$ cat src/rtl/aes_if_pkg.sv
// Shared constants and types for the AES Avalon-MM register front end.
// Register indices are word addresses on the Avalon bus.
package aes_if_pkg;

   localparam logic [3:0] KEY0      = 4'd0;
   localparam logic [3:0] ENC0      = 4'd4;
   localparam logic [3:0] DEC0      = 4'd8;
   localparam logic [3:0] START_IDX = 4'd14;
   localparam logic [3:0] DONE_IDX  = 4'd15;

   localparam int unsigned NUM_DATA_REGS = 12;

   typedef enum logic [1:0] {
      IDLE = 2'd0,
      BUSY = 2'd1,
      DONE = 2'd2
   } aes_if_state_t;

endpackage

$ cat src/rtl/be_reg32.sv
// 32-bit register with per-byte write enables and a full-word load port.
// The load port takes priority over byte writes.
module be_reg32 (
   input  logic        clk_i,
   input  logic        rst_i,
   input  logic [3:0]  be_i,
   input  logic [31:0] wdata_i,
   input  logic        load_i,
   input  logic [31:0] ldata_i,
   output logic [31:0] q_o
);

   logic [31:0] data_q;

   always_ff @(posedge clk_i or posedge rst_i) begin
      if (rst_i) begin
         data_q <= '0;
      end else if (load_i) begin
         data_q <= ldata_i;
      end else begin
         for (int b = 0; b < 4; b++) begin
            if (be_i[b]) data_q[8*b +: 8] <= wdata_i[8*b +: 8];
         end
      end
   end

   assign q_o = data_q;

endmodule

$ cat src/rtl/aes_avalon_interface.sv
// Avalon-MM register file feeding the AES decryption core: key/ciphertext
// in, plaintext captured on core completion, START/DONE handshake.
//
// state | meaning
// IDLE  | core not started; key/ciphertext writable
// BUSY  | START held to the core, waiting for AES_DONE
// DONE  | plaintext captured, DONE flag set, waiting for START=0
module aes_avalon_interface
   import aes_if_pkg::*;
#(
   parameter int ADDR_W = 4,
   parameter int DATA_W = 32
) (
   input  logic              CLK,
   input  logic              RESET,
   input  logic              AVL_CS,
   input  logic              AVL_READ,
   input  logic              AVL_WRITE,
   input  logic [ADDR_W-1:0] AVL_ADDR,
   input  logic [3:0]        AVL_BYTE_EN,
   input  logic [DATA_W-1:0] AVL_WRITEDATA,
   output logic [DATA_W-1:0] AVL_READDATA,
   output logic [127:0]      AES_KEY,
   output logic [127:0]      AES_MSG_ENC,
   output logic              AES_START,
   input  logic              AES_DONE,
   input  logic [127:0]      AES_MSG_DEC,
   output logic [31:0]       EXPORT_DATA
);

   aes_if_state_t     state_q;
   logic              start_q;
   logic              done_q;
   logic              aes_start_q;
   logic [DATA_W-1:0] readdata_q;
   logic [DATA_W-1:0] readdata_d;
   logic [31:0]       word_q [NUM_DATA_REGS];

   logic wr_en;
   logic rd_en;
   logic cfg_wr;
   logic start_wr;
   logic start_clr;
   logic capture;

   assign wr_en     = AVL_CS & AVL_WRITE;
   assign rd_en     = AVL_CS & AVL_READ;
   assign cfg_wr    = wr_en && (state_q == IDLE);
   assign start_wr  = wr_en && (AVL_ADDR == START_IDX) && AVL_BYTE_EN[0];
   assign start_clr = start_wr && !AVL_WRITEDATA[0];
   // An abort (START cleared) beats a same-cycle completion from the core.
   assign capture   = (state_q == BUSY) && AES_DONE && !start_clr;

   for (genvar i = 0; i < 8; i++) begin : g_cfg
      be_reg32 u_reg (
         .clk_i   (CLK),
         .rst_i   (RESET),
         .be_i    ((cfg_wr && (AVL_ADDR == ADDR_W'(int'(KEY0) + i))) ? AVL_BYTE_EN : 4'b0000),
         .wdata_i (AVL_WRITEDATA),
         .load_i  (1'b0),
         .ldata_i (32'h0),
         .q_o     (word_q[int'(KEY0) + i])
      );
   end

   for (genvar i = 0; i < 4; i++) begin : g_dec
      be_reg32 u_reg (
         .clk_i   (CLK),
         .rst_i   (RESET),
         .be_i    (4'b0000),
         .wdata_i (AVL_WRITEDATA),
         .load_i  (capture),
         .ldata_i (AES_MSG_DEC[127-32*i -: 32]),
         .q_o     (word_q[int'(DEC0) + i])
      );
   end

   always_ff @(posedge CLK or posedge RESET) begin
      if (RESET) begin
         state_q     <= IDLE;
         start_q     <= 1'b0;
         done_q      <= 1'b0;
         aes_start_q <= 1'b0;
      end else begin
         if (start_wr) start_q <= AVL_WRITEDATA[0];
         case (state_q)
            IDLE: begin
               if (start_q && !start_clr) begin
                  state_q     <= BUSY;
                  aes_start_q <= 1'b1;
               end
            end
            BUSY: begin
               if (start_clr) begin
                  state_q     <= IDLE;
                  aes_start_q <= 1'b0;
               end else if (AES_DONE) begin
                  state_q <= DONE;
                  done_q  <= 1'b1;
               end
            end
            DONE: begin
               if (start_clr) begin
                  state_q     <= IDLE;
                  done_q      <= 1'b0;
                  aes_start_q <= 1'b0;
               end
            end
            default: begin
               state_q     <= IDLE;
               done_q      <= 1'b0;
               aes_start_q <= 1'b0;
            end
         endcase
      end
   end

   always_comb begin
      readdata_d = '0;
      if (AVL_ADDR == START_IDX) begin
         readdata_d = {{(DATA_W-1){1'b0}}, start_q};
      end else if (AVL_ADDR == DONE_IDX) begin
         readdata_d = {{(DATA_W-1){1'b0}}, done_q};
      end else if (AVL_ADDR < ADDR_W'(NUM_DATA_REGS)) begin
         readdata_d = word_q[AVL_ADDR];
      end
   end

   always_ff @(posedge CLK or posedge RESET) begin
      if (RESET) begin
         readdata_q <= '0;
      end else if (rd_en) begin
         readdata_q <= readdata_d;
      end
   end

   assign AVL_READDATA = readdata_q;
   assign AES_KEY      = {word_q[0], word_q[1], word_q[2], word_q[3]};
   assign AES_MSG_ENC  = {word_q[4], word_q[5], word_q[6], word_q[7]};
   assign AES_START    = aes_start_q;
   assign EXPORT_DATA  = {AES_KEY[127:112], AES_KEY[15:0]};

endmodule
$ cat config.mk
export PLATFORM = sky130hd
export DESIGN_NAME = aes_avalon_interface
export DESIGN_NICKNAME = d
export VERILOG_FILES = /design/src/rtl/aes_if_pkg.sv /design/src/rtl/be_reg32.sv /design/src/rtl/aes_avalon_interface.sv
export SDC_FILE = /design/constraint.sdc
export NUM_CORES = 1
export LEC_CHECK = 0
export ABC_AREA = 1
export BUFFER_PORTS_ARGS = -buffer_cell sky130_fd_sc_hd__buf_2
export CORE_MARGIN = 4
export CORE_UTILIZATION = 45
export DETAILED_ROUTE_END_ITERATION = 12
export PLACE_DENSITY_LB_ADDON = 0.3
export SLEW_MARGIN = 20
export SYNTH_ARGS = -nofsm -noshare
export SYNTH_HDL_FRONTEND = slang
export SYNTH_HIERARCHICAL = 1
export SYNTH_SLANG_ARGS = --single-unit
$ cat constraint.sdc
create_clock -name CLK -period 2.3 [get_ports CLK]
set_input_delay 0.46 -clock CLK [delete_from_list [all_inputs] [get_ports CLK]]
set_output_delay 0.46 -clock CLK [all_outputs]
set_load 0.05 [all_outputs]
**Word level (Yosys, flattened, before mapping)**

Index checks and enable logic that the tools add are counted.
W data, S select, Z words.

- Output and inout port bits: 321
- Register bits: 421
- RAM bits: 0
- Memories: 0
- ROM bits: 0
- Latch bits: 0
- Input bits: 174
- Logic and storage cells: 112

- Add/sub/neg operators: 0
- Reduce and logical (&&, ||, !) cells: 23
- Multiplexer cells: 25
- $mul: 0
- Equal/unequal tests: 17
- Magnitude comparators: 2
- Divide/modulo/power cells: 0
- Shifts and indexed selects: 0
- Bitwise gates (word level): 4

Operators with widths:

| cell | count |
|---|---|
| $mux W32 | 5 |
| $bmux W32 S4 | 1 |
| $mux W4 | 8 |
| $eq A4 B3 Y1 const B | 4 |
| $logic_and A1 B1 Y1 | 15 |
| $eq A4 B2 Y1 const B | 2 |
| $eq A4 B4 Y1 const B | 2 |
| $mux W2 | 4 |
| $ne A2 B2 Y1 const B | 3 |
| $pmux W2 S3 | 1 |
| $ge A5 B5 Y1 const B | 1 |
| $not A4 Y5 | 1 |
| $eq A4 B1 Y1 const B | 1 |
| $logic_not A4 Y1 | 1 |
| $lt A4 B4 Y1 const B | 1 |
| $mux W1 | 4 |
| $ne A2 B1 Y1 const B | 2 |
| $reduce_and A4 Y1 | 1 |
| $ne A3 B3 Y1 const B | 1 |
| $pmux W1 S3 | 1 |
| $reduce_and A3 Y1 | 1 |
| $and A1 B1 Y1 | 2 |
| $eq A2 B1 Y1 const B | 1 |
| $eq A2 B2 Y1 const B | 1 |
| 6 further kinds | 7 |

**Logic depth before layout (Yosys ltp)**

Gate-level depths: netlist of run 1.

- Word-level depth: 8
- Gate-level depth with buffers: 12
- Gate-level depth less buffers: 10

**By module**

Netlist of run 1, hierarchy kept.

By module, submodules not included:

| module | times used | cells an instance | sequential area each (µm²) | area an instance (µm²) |
|---|---|---|---|---|
| be_reg32 | 12 | 177 | 800.8 | 1818.0 |
| aes_avalon_interface | 1 | 883 | 925.9 | 4867.2 |

**Least setup slack after synthesis of run 1**

Ideal clock, no wire load.

- Path kind: input -> register
- From: input AVL_ADDR[3]
- To: register g_cfg[4].u_reg.data_q[13]
- Stages: 9
- Path slack: 0.420 ns
- Arrival: 1.756 ns
- Cell sequence: buf_2 nor2_2 buf_2 nand3_1 nor2_1 buf_2 nor2_4 nand2_1 nand3_2

- Cells in the longest elaborated chain, start to end: 3

RTL lines:

| item | RTL line | text |
|---|---|---|
| start, declared | aes_avalon_interface.sv:19 | `input logic [ADDR_W-1:0] AVL_ADDR,` |
| $eq A4 B3 Y1 | aes_avalon_interface.sv:58 | `.be_i ((cfg_wr && (AVL_ADDR == ADDR_W'(int'(KEY0) + i))) ? AVL_BYTE_EN : 4'b0000),` |
| $logic_and A1 B1 Y1 | aes_avalon_interface.sv:58 |  |
| $mux W4 | aes_avalon_interface.sv:58 |  |
| end signal, assigned | be_reg32.sv:19 | `data_q <= ldata_i;` |
| end signal, assigned by index | be_reg32.sv:22 | `if (be_i[b]) data_q[8*b +: 8] <= wdata_i[8*b +: 8];` |
| end, declared | be_reg32.sv:13 | `logic [31:0] data_q;` |

No other way between the ends.
A chain may end at the register's enable or synchronous reset.

**Final worst setup path of run 1**

- From: register state_q[1]
- To: register g_cfg[0].u_reg.data_q[20]

- Cells in the longest elaborated chain, start to end: 4

RTL lines:

| item | RTL line | text |
|---|---|---|
| start, declared | aes_avalon_interface.sv:31 | `aes_if_state_t state_q;` |
| start signal, assigned | aes_avalon_interface.sv:80 | `state_q <= IDLE;` |
| start signal, assigned | aes_avalon_interface.sv:89 | `state_q <= BUSY;` |
| start signal, assigned | aes_avalon_interface.sv:95 | `state_q <= IDLE;` |
| $logic_not A2 Y1 | aes_avalon_interface.sv:48 | `assign cfg_wr = wr_en && (state_q == IDLE);` |
| $logic_and A1 B1 Y1 | aes_avalon_interface.sv:48 |  |
| $logic_and A1 B1 Y1 | aes_avalon_interface.sv:58 |  |
| $mux W4 | aes_avalon_interface.sv:58 |  |
| end signal, assigned | be_reg32.sv:19 |  |
| end signal, assigned by index | be_reg32.sv:22 |  |
| end, declared | be_reg32.sv:13 |  |

No other way between the ends.

==> results of run 1 <==
## sequential cells by signal (all words and copies together) (netlist names)
register / flops
AES_START: 1
AVL_READDATA: 32
done_q: 1
g_cfg.u_reg/q_o: 256
g_dec.u_reg/q_o: 128
start_q: 1
state_q: 2
## final cells by class
class	instances	area (µm²)
timing repair buffer	586	3400
multi-input combinational	2602	15200
inverter	41	225
clock inverter	18	248
antenna	2	5.00
tap	765	957
clock buffer	73	1500
fill	5465	26100
sequential	421	10500
## placed cells by master (no fill, tap or decap)
cell	Yosys	final
sky130_fd_sc_hd__a21boi_0	1	1
sky130_fd_sc_hd__a22oi_1	62	62
sky130_fd_sc_hd__buf_12	0	19
sky130_fd_sc_hd__buf_2	77	494
sky130_fd_sc_hd__buf_4	78	73
sky130_fd_sc_hd__bufinv_16	0	6
sky130_fd_sc_hd__clkbuf_1	12	10
sky130_fd_sc_hd__clkbuf_16	0	53
sky130_fd_sc_hd__clkbuf_8	0	10
sky130_fd_sc_hd__clkinv_1	1	2
sky130_fd_sc_hd__clkinv_2	0	11
sky130_fd_sc_hd__clkinv_4	0	2
sky130_fd_sc_hd__conb_1	1	280
sky130_fd_sc_hd__dfrtp_1	421	421
sky130_fd_sc_hd__diode_2	0	2
sky130_fd_sc_hd__ha_1	3	3
sky130_fd_sc_hd__inv_1	25	23
sky130_fd_sc_hd__inv_2	2	1
sky130_fd_sc_hd__inv_6	13	14
sky130_fd_sc_hd__nand2_1	1282	1282
sky130_fd_sc_hd__nand3_1	93	93
sky130_fd_sc_hd__nand3_2	721	721
sky130_fd_sc_hd__nand3b_1	1	1
sky130_fd_sc_hd__nand4_1	63	63
sky130_fd_sc_hd__nor2_1	39	38
sky130_fd_sc_hd__nor2_2	3	2
sky130_fd_sc_hd__nor2_4	50	52
sky130_fd_sc_hd__nor2_8	1	1
sky130_fd_sc_hd__o21ai_0	2	2
sky130_fd_sc_hd__o21ai_1	1	1
## report_power, final
group	leakage (nW)	switching [W]	internal [W]
logic	9.89	0.00610	0.00224
registers	5.16	0.00117	0.00875
clock network	0.869	0.00337	0.00518
total	15.9	0.0106	0.0162
## worst reg2reg max path: cells and delay by family, from the launching register on
family / cells / cell delay, ps
AND/OR/NAND/NOR: 6 / 820
buffers and inverters: 4 / 590
flip-flops: 1 / 400
adder cells (fa/ha/maj): 1 / 170
## cells by family (layout without fill, tap and decap cells)
logic type,Yosys count,after routing,share of synthesized area
and+or+nand+nor,2253,2253,0.511
DFF,421,421,0.395
buffers and inverters,263,718,0.0740
AOI/OAI and AO/OA,66,66,0.0183
adders and majority gates,3,3,0.00141
other,1,282,0.000141
## stage by stage
step	setup WS (ps)	cells	cell area [µm²]
after CTS	240	4506	32100
after detailed placement	80.6	4415	30400
after global routing	33.6	4506	32100
after floorplan	420	3286	27700
final	193	4508	32100
after global placement	118	4415	30400
## metal layers
metal  global-route usage  vias up  share of wire
li1                     -    11100              -
met1                0.395    11800           0.39
met2                0.513     1075           0.48
met3               0.0525      238          0.075
met4                0.135        2          0.049
met5                    0        -        0.00013
## final timing paths
check | startpoint | endpoint | cells after the start | slack [ps]
setup reg to reg | state_q[1] | g_cfg[0].u_reg/q_o[20] | 11 | 190
min in group CLK | AES_MSG_DEC[95] | g_dec[1].u_reg/q_o[31] | 3 | 80
hold reg to reg | AVL_READDATA[5] | AVL_READDATA[5] | 2 | 480
max in group asynchronous | RESET | g_cfg[4].u_reg/q_o[5] | 3 | 1650
hold / removal | RESET | g_cfg[0].u_reg/q_o[12] | 3 | 70
setup / recovery | state_q[1] | g_cfg[0].u_reg/q_o[20] | 11 | 190
==> run metrics, run 1 <==
worst setup path class reg2reg; FMAX 475 MHz; Horiz. Die Dim roughly 250 µm; die area between 60000 and 70000 µm²; IR drop worst, VDD between 700 and 800 µV; crit path capture type register; time the final worst path needs with I/O delays and setup around 2100 ps; vias after detailed routing 24.2k; cell area after synthesis 26700 µm²; largest area contributor in the synthesized netlist sky130_fd_sc_hd__dfrtp_1; Worst Hold Class in2async; core area between 50000 and 60000 µm²; library cell with the highest instance count after synthesis sky130_fd_sc_hd__nand2_1; relative max-transition margin 0.442; total length of routed wires 99300 µm; number of buffers inserted by hold repair at cts 0; post-route core utilization 0.551; count of final max-slew check failures 0; starting density of the core 0.458; Reg clk slew, reported paths roughly 60 ps; static leakage about 16 nW; global-route congestion overflow total 0; final weighted congestion in routability-driven placement a little over 0.9; input/output buffers 494; initial antenna violation count 4; top-level port count around 500; arrival time at the worst endpoint between 2000 and 3000 ps; clock sinks around 420; DRC Markers 0; final critical-path share of the clock period 0.916; flop and latch count out of synthesis approximately 420; CP max stage cell sky130_fd_sc_hd__dfrtp_1; pin count of the biggest net entering global routing 51; post-DP HPWL about 75000 µm; # resized after CTS 0; Synth-to-Final Area Change 20.3%; via density per instance 5.38; worst-margin pin slew 832 ps; proportion of synthesized chip area in sequential cells 0.395; Distinct cells, synth 26; instance count of the mapped netlist 3007; nets 3880; violation count after the first detailed-route iteration 2153; cell class contributing the biggest share of worst-path delay simple AND/OR/NAND/NOR gates; Post-CTS Setup Bufs 0; Critical Path Fanout Max 9; count of maximum capacitance violations 0; drt first pass iters 6; Power Dens Cells 835 nW/µm²; Antenna Violating Nets Remaining 0; Buf/Inv on CP 4; final setup TNS 0 ps; RSZ-0062 raised after global routing false; CP cell instances inv_1 > ha_1 > inv_1 > nor2_1 > buf_4 > nand3_1 > nor2_1 > buf_4 > nor2_4 > nand2_1 > nand3_2; number of synthesized flops with an enable pin 0; most frequent cells after synthesis sky130_fd_sc_hd__nand2_1 (1282), sky130_fd_sc_hd__nand3_2 (721), sky130_fd_sc_hd__dfrtp_1 (421); fraction of final layout cells with drive strength greater than 1 0.390; average wire length per cell after detail routing 22.0 µm; Layout Skew around 16 ps; y dimension of the die between 200 and 300 µm; syn avg cell area roughly 8.9 µm²; Synth Warn # 6; slowest stage delay, CP around 400 ps; # rows 88; GRT Overall Usage 0.307; wire length of the first global-routing pass about 150000 µm; buffer type at the clock tree root sky130_fd_sc_hd__clkbuf_16; Synth top area share 0.395; worst path required time 2770 ps; Hold Worst Slack between 60 and 70 ps; crit start category register; maximum clock path buffer count 3; via count of the first global-routing pass between 20k and 25k; total design power about 0.027 W; top cells by area in the synthesized netlist sky130_fd_sc_hd__dfrtp_1 (39%), sky130_fd_sc_hd__nand3_2 (27%), sky130_fd_sc_hd__nand2_1 (18%), sky130_fd_sc_hd__buf_4 (2.2%), sky130_fd_sc_hd__nor2_4 (2.1%); Final Hold Violating Endpoints 0; H-Tree Level Count 2; number of clock buffers inserted by TritonCTS about 50; share of synthesized flip-flops with an asynchronous set or reset 1.00; ys flop type sky130_fd_sc_hd__dfrtp_1; final number of setup-violating endpoints 0; Skew-Pair Late Insertion Delay approximately 600 ps; run status finished, final reports clean; clock tree from TritonCTS done
(Power assumes the default switching activity.)
==> run 2, diff against run 1 <==
==> constraint.sdc (replaced) <==
create_clock -name CLK -period 2.3 [get_ports CLK]
set_input_delay 0.69 -clock CLK [delete_from_list [all_inputs] [get_ports CLK]]
set_output_delay 0.69 -clock CLK [all_outputs]
set_load 0.05 [all_outputs]
==> run metrics, run 2 (synthesis gave the netlist of run 1 again) <==
crit start category register; Worst Hold Class in2async; wire length of the first global-routing pass 151000 µm; input/output buffers ~490; Met1 Routed Length 39300 µm; clock tree from TritonCTS done; Reg clk slew, reported paths around 60 ps; pin count of the biggest net entering global routing 42; worst setup path class reg2out; nets 3921; Skew-Pair Late Insertion Delay roughly 600 ps; post-route core utilization 0.556; # resized after CTS 0; average wire length per cell after detail routing 22.0 µm; DRC Markers 0; leading cell type in the layout, fill and taps excluded sky130_fd_sc_hd__nand2_1; count of final max-slew check failures 0; fraction of power spent switching nets 0.400; Combinational Power Share 0.319; # placed instances between 4k and 5k; cell class contributing the biggest share of worst-path delay flip-flops; core area a little under 60000 µm²; Critical Path Fanout Max 3; total length of routed wires 100000 µm; Antenna Violating Nets Remaining 0; highest routing layer actually used met5; global-route congestion overflow total 0; relative max-transition margin 0.530; slowest stage delay, CP roughly 540 ps; total net switching power between 0.01 and 0.015 W; buffer type at the clock tree root sky130_fd_sc_hd__clkbuf_16; flip-flop count of the largest register after layout roughly 260; maximum clock path buffer count 3; CP cell instances buf_2; clock sinks approximately 420; static leakage approximately 16 nW; Layout Skew about 15 ps; arrival time at the worst endpoint around 1500 ps; RSZ-0062 raised after global routing false; FMAX about 460 MHz; die area about 63000 µm²; y dimension of the die roughly 250 µm; worst-margin pin slew 701 ps; final number of setup-violating endpoints 0; run status finished, final reports clean; final critical-path share of the clock period 0.942; Power Dens Cells between 800 and 900 nW/µm²; drt first pass iters 5; via count of the first global-routing pass about 24k; H-Tree Level Count 2; final weighted congestion in routability-driven placement a little under 0.9; Horiz. Die Dim approximately 250 µm; most frequent cells in the layout sky130_fd_sc_hd__nand2_1 (1282), sky130_fd_sc_hd__nand3_2 (721), sky130_fd_sc_hd__buf_2 (494); IR drop worst, VDD between 700 and 800 µV; CP max stage cell sky130_fd_sc_hd__dfrtp_1; number of buffers inserted by hold repair at cts 0; Hold Worst Slack just under 300 ps; violation count after the first detailed-route iteration between 2k and 2.5k; post-DP HPWL slightly below 80000 µm; Post-Layout Cell Count around 4.6k; Post-CTS Setup Bufs 0; number of clock buffers inserted by TritonCTS a little over 50; top-level port count 495; part of the total power dissipated in sequential elements 0.375; Met3 Wirelength between 7000 and 8000 µm; fraction of final layout cells with drive strength greater than 1 0.396; count of maximum capacitance violations 0; Final Hold Violating Endpoints 0; crit path capture type primary output; worst path required time approximately 1600 ps; worst setup slack before clock tree synthesis -59.9 ps; vias after detailed routing between 20k and 25k; via density per instance approximately 5.3; final setup TNS 0 ps; internal power 0.0159 W; Synth-to-Final Area Change 21.5%; Clk pwr share 0.306; Worst Slack Setup Final around 130 ps; initial antenna violation count 4; starting density of the core 0.458; # rows 88; GRT Overall Usage 0.309; Buf/Inv on CP 1; time the final worst path needs with I/O delays and setup about 2200 ps; routed wl met2 48200 µm
==> run 2: cell count changes in the layout (fill, tap and decap cells not counted), sizes merged <==
cell	before	now
buf	586	627
bufinv	6	1
clkbuf	73	81
clkinv	15	11
clkinvlp	0	2
==> run 2: layout make-up <==
type / instances / area (µm²)
antenna: 2 / 5.00
clock buffer: 81 / 1590
clock inverter: 11 / 88.8
fill: 5333 / 25800
inverter: 41 / 225
multi-input combinational: 2602 / 15200
sequential: 421 / 10500
tap: 765 / 957
timing repair buffer: 627 / 3770
==> run 2: final timing paths <==
| check | endpoint | cells after the start | slack [ps] | startpoint |
|---|---|---|---|---|
| setup / recovery | AES_MSG_ENC[0] | 1 | 130 | g_cfg[7].u_reg/q_o[0] |
| hold / removal | AVL_READDATA[8] | 2 | 290 | RESET |
| setup reg to reg | g_cfg[2].u_reg/q_o[10] | 11 | 160 | state_q[1] |
| hold reg to reg | AVL_READDATA[30] | 2 | 470 | AVL_READDATA[30] |
| max in group asynchronous | AVL_READDATA[3] | 3 | 1470 | RESET |
| min in group CLK | g_dec[2].u_reg/q_o[30] | 3 | 310 | AES_MSG_DEC[62] |
==> run 2: metal layers <==
layer,track usage,vias to the layer above
met3,0.0542,245
met4,0.142,2
li1,-,11200
met1,0.393,11800
met5,0,-
met2,0.517,1021
==> run 2: power groups by stage <==
stage | Clock, W | Sequential [W] | Combinational (W)
2_1_floorplan | 0 | 0.0114 | 0.00456
3_3_place_gp | 0 | 0.0100 | 0.00827
3_5_place_dp | 0 | 0.00999 | 0.00837
4_1_cts | 0.00825 | 0.00990 | 0.00839
5_1_grt | 0.00857 | 0.0101 | 0.00910
6_report | 0.00813 | 0.00995 | 0.00845
==> run 2: metrics by stage <==
stage	total power, W	area (µm²)
2_1_floorplan	0.0160	27700
3_3_place_gp	0.0183	30700
3_5_place_dp	0.0184	30700
4_1_cts	0.0265	32400
5_1_grt	0.0277	32400
6_report	0.0265	32400
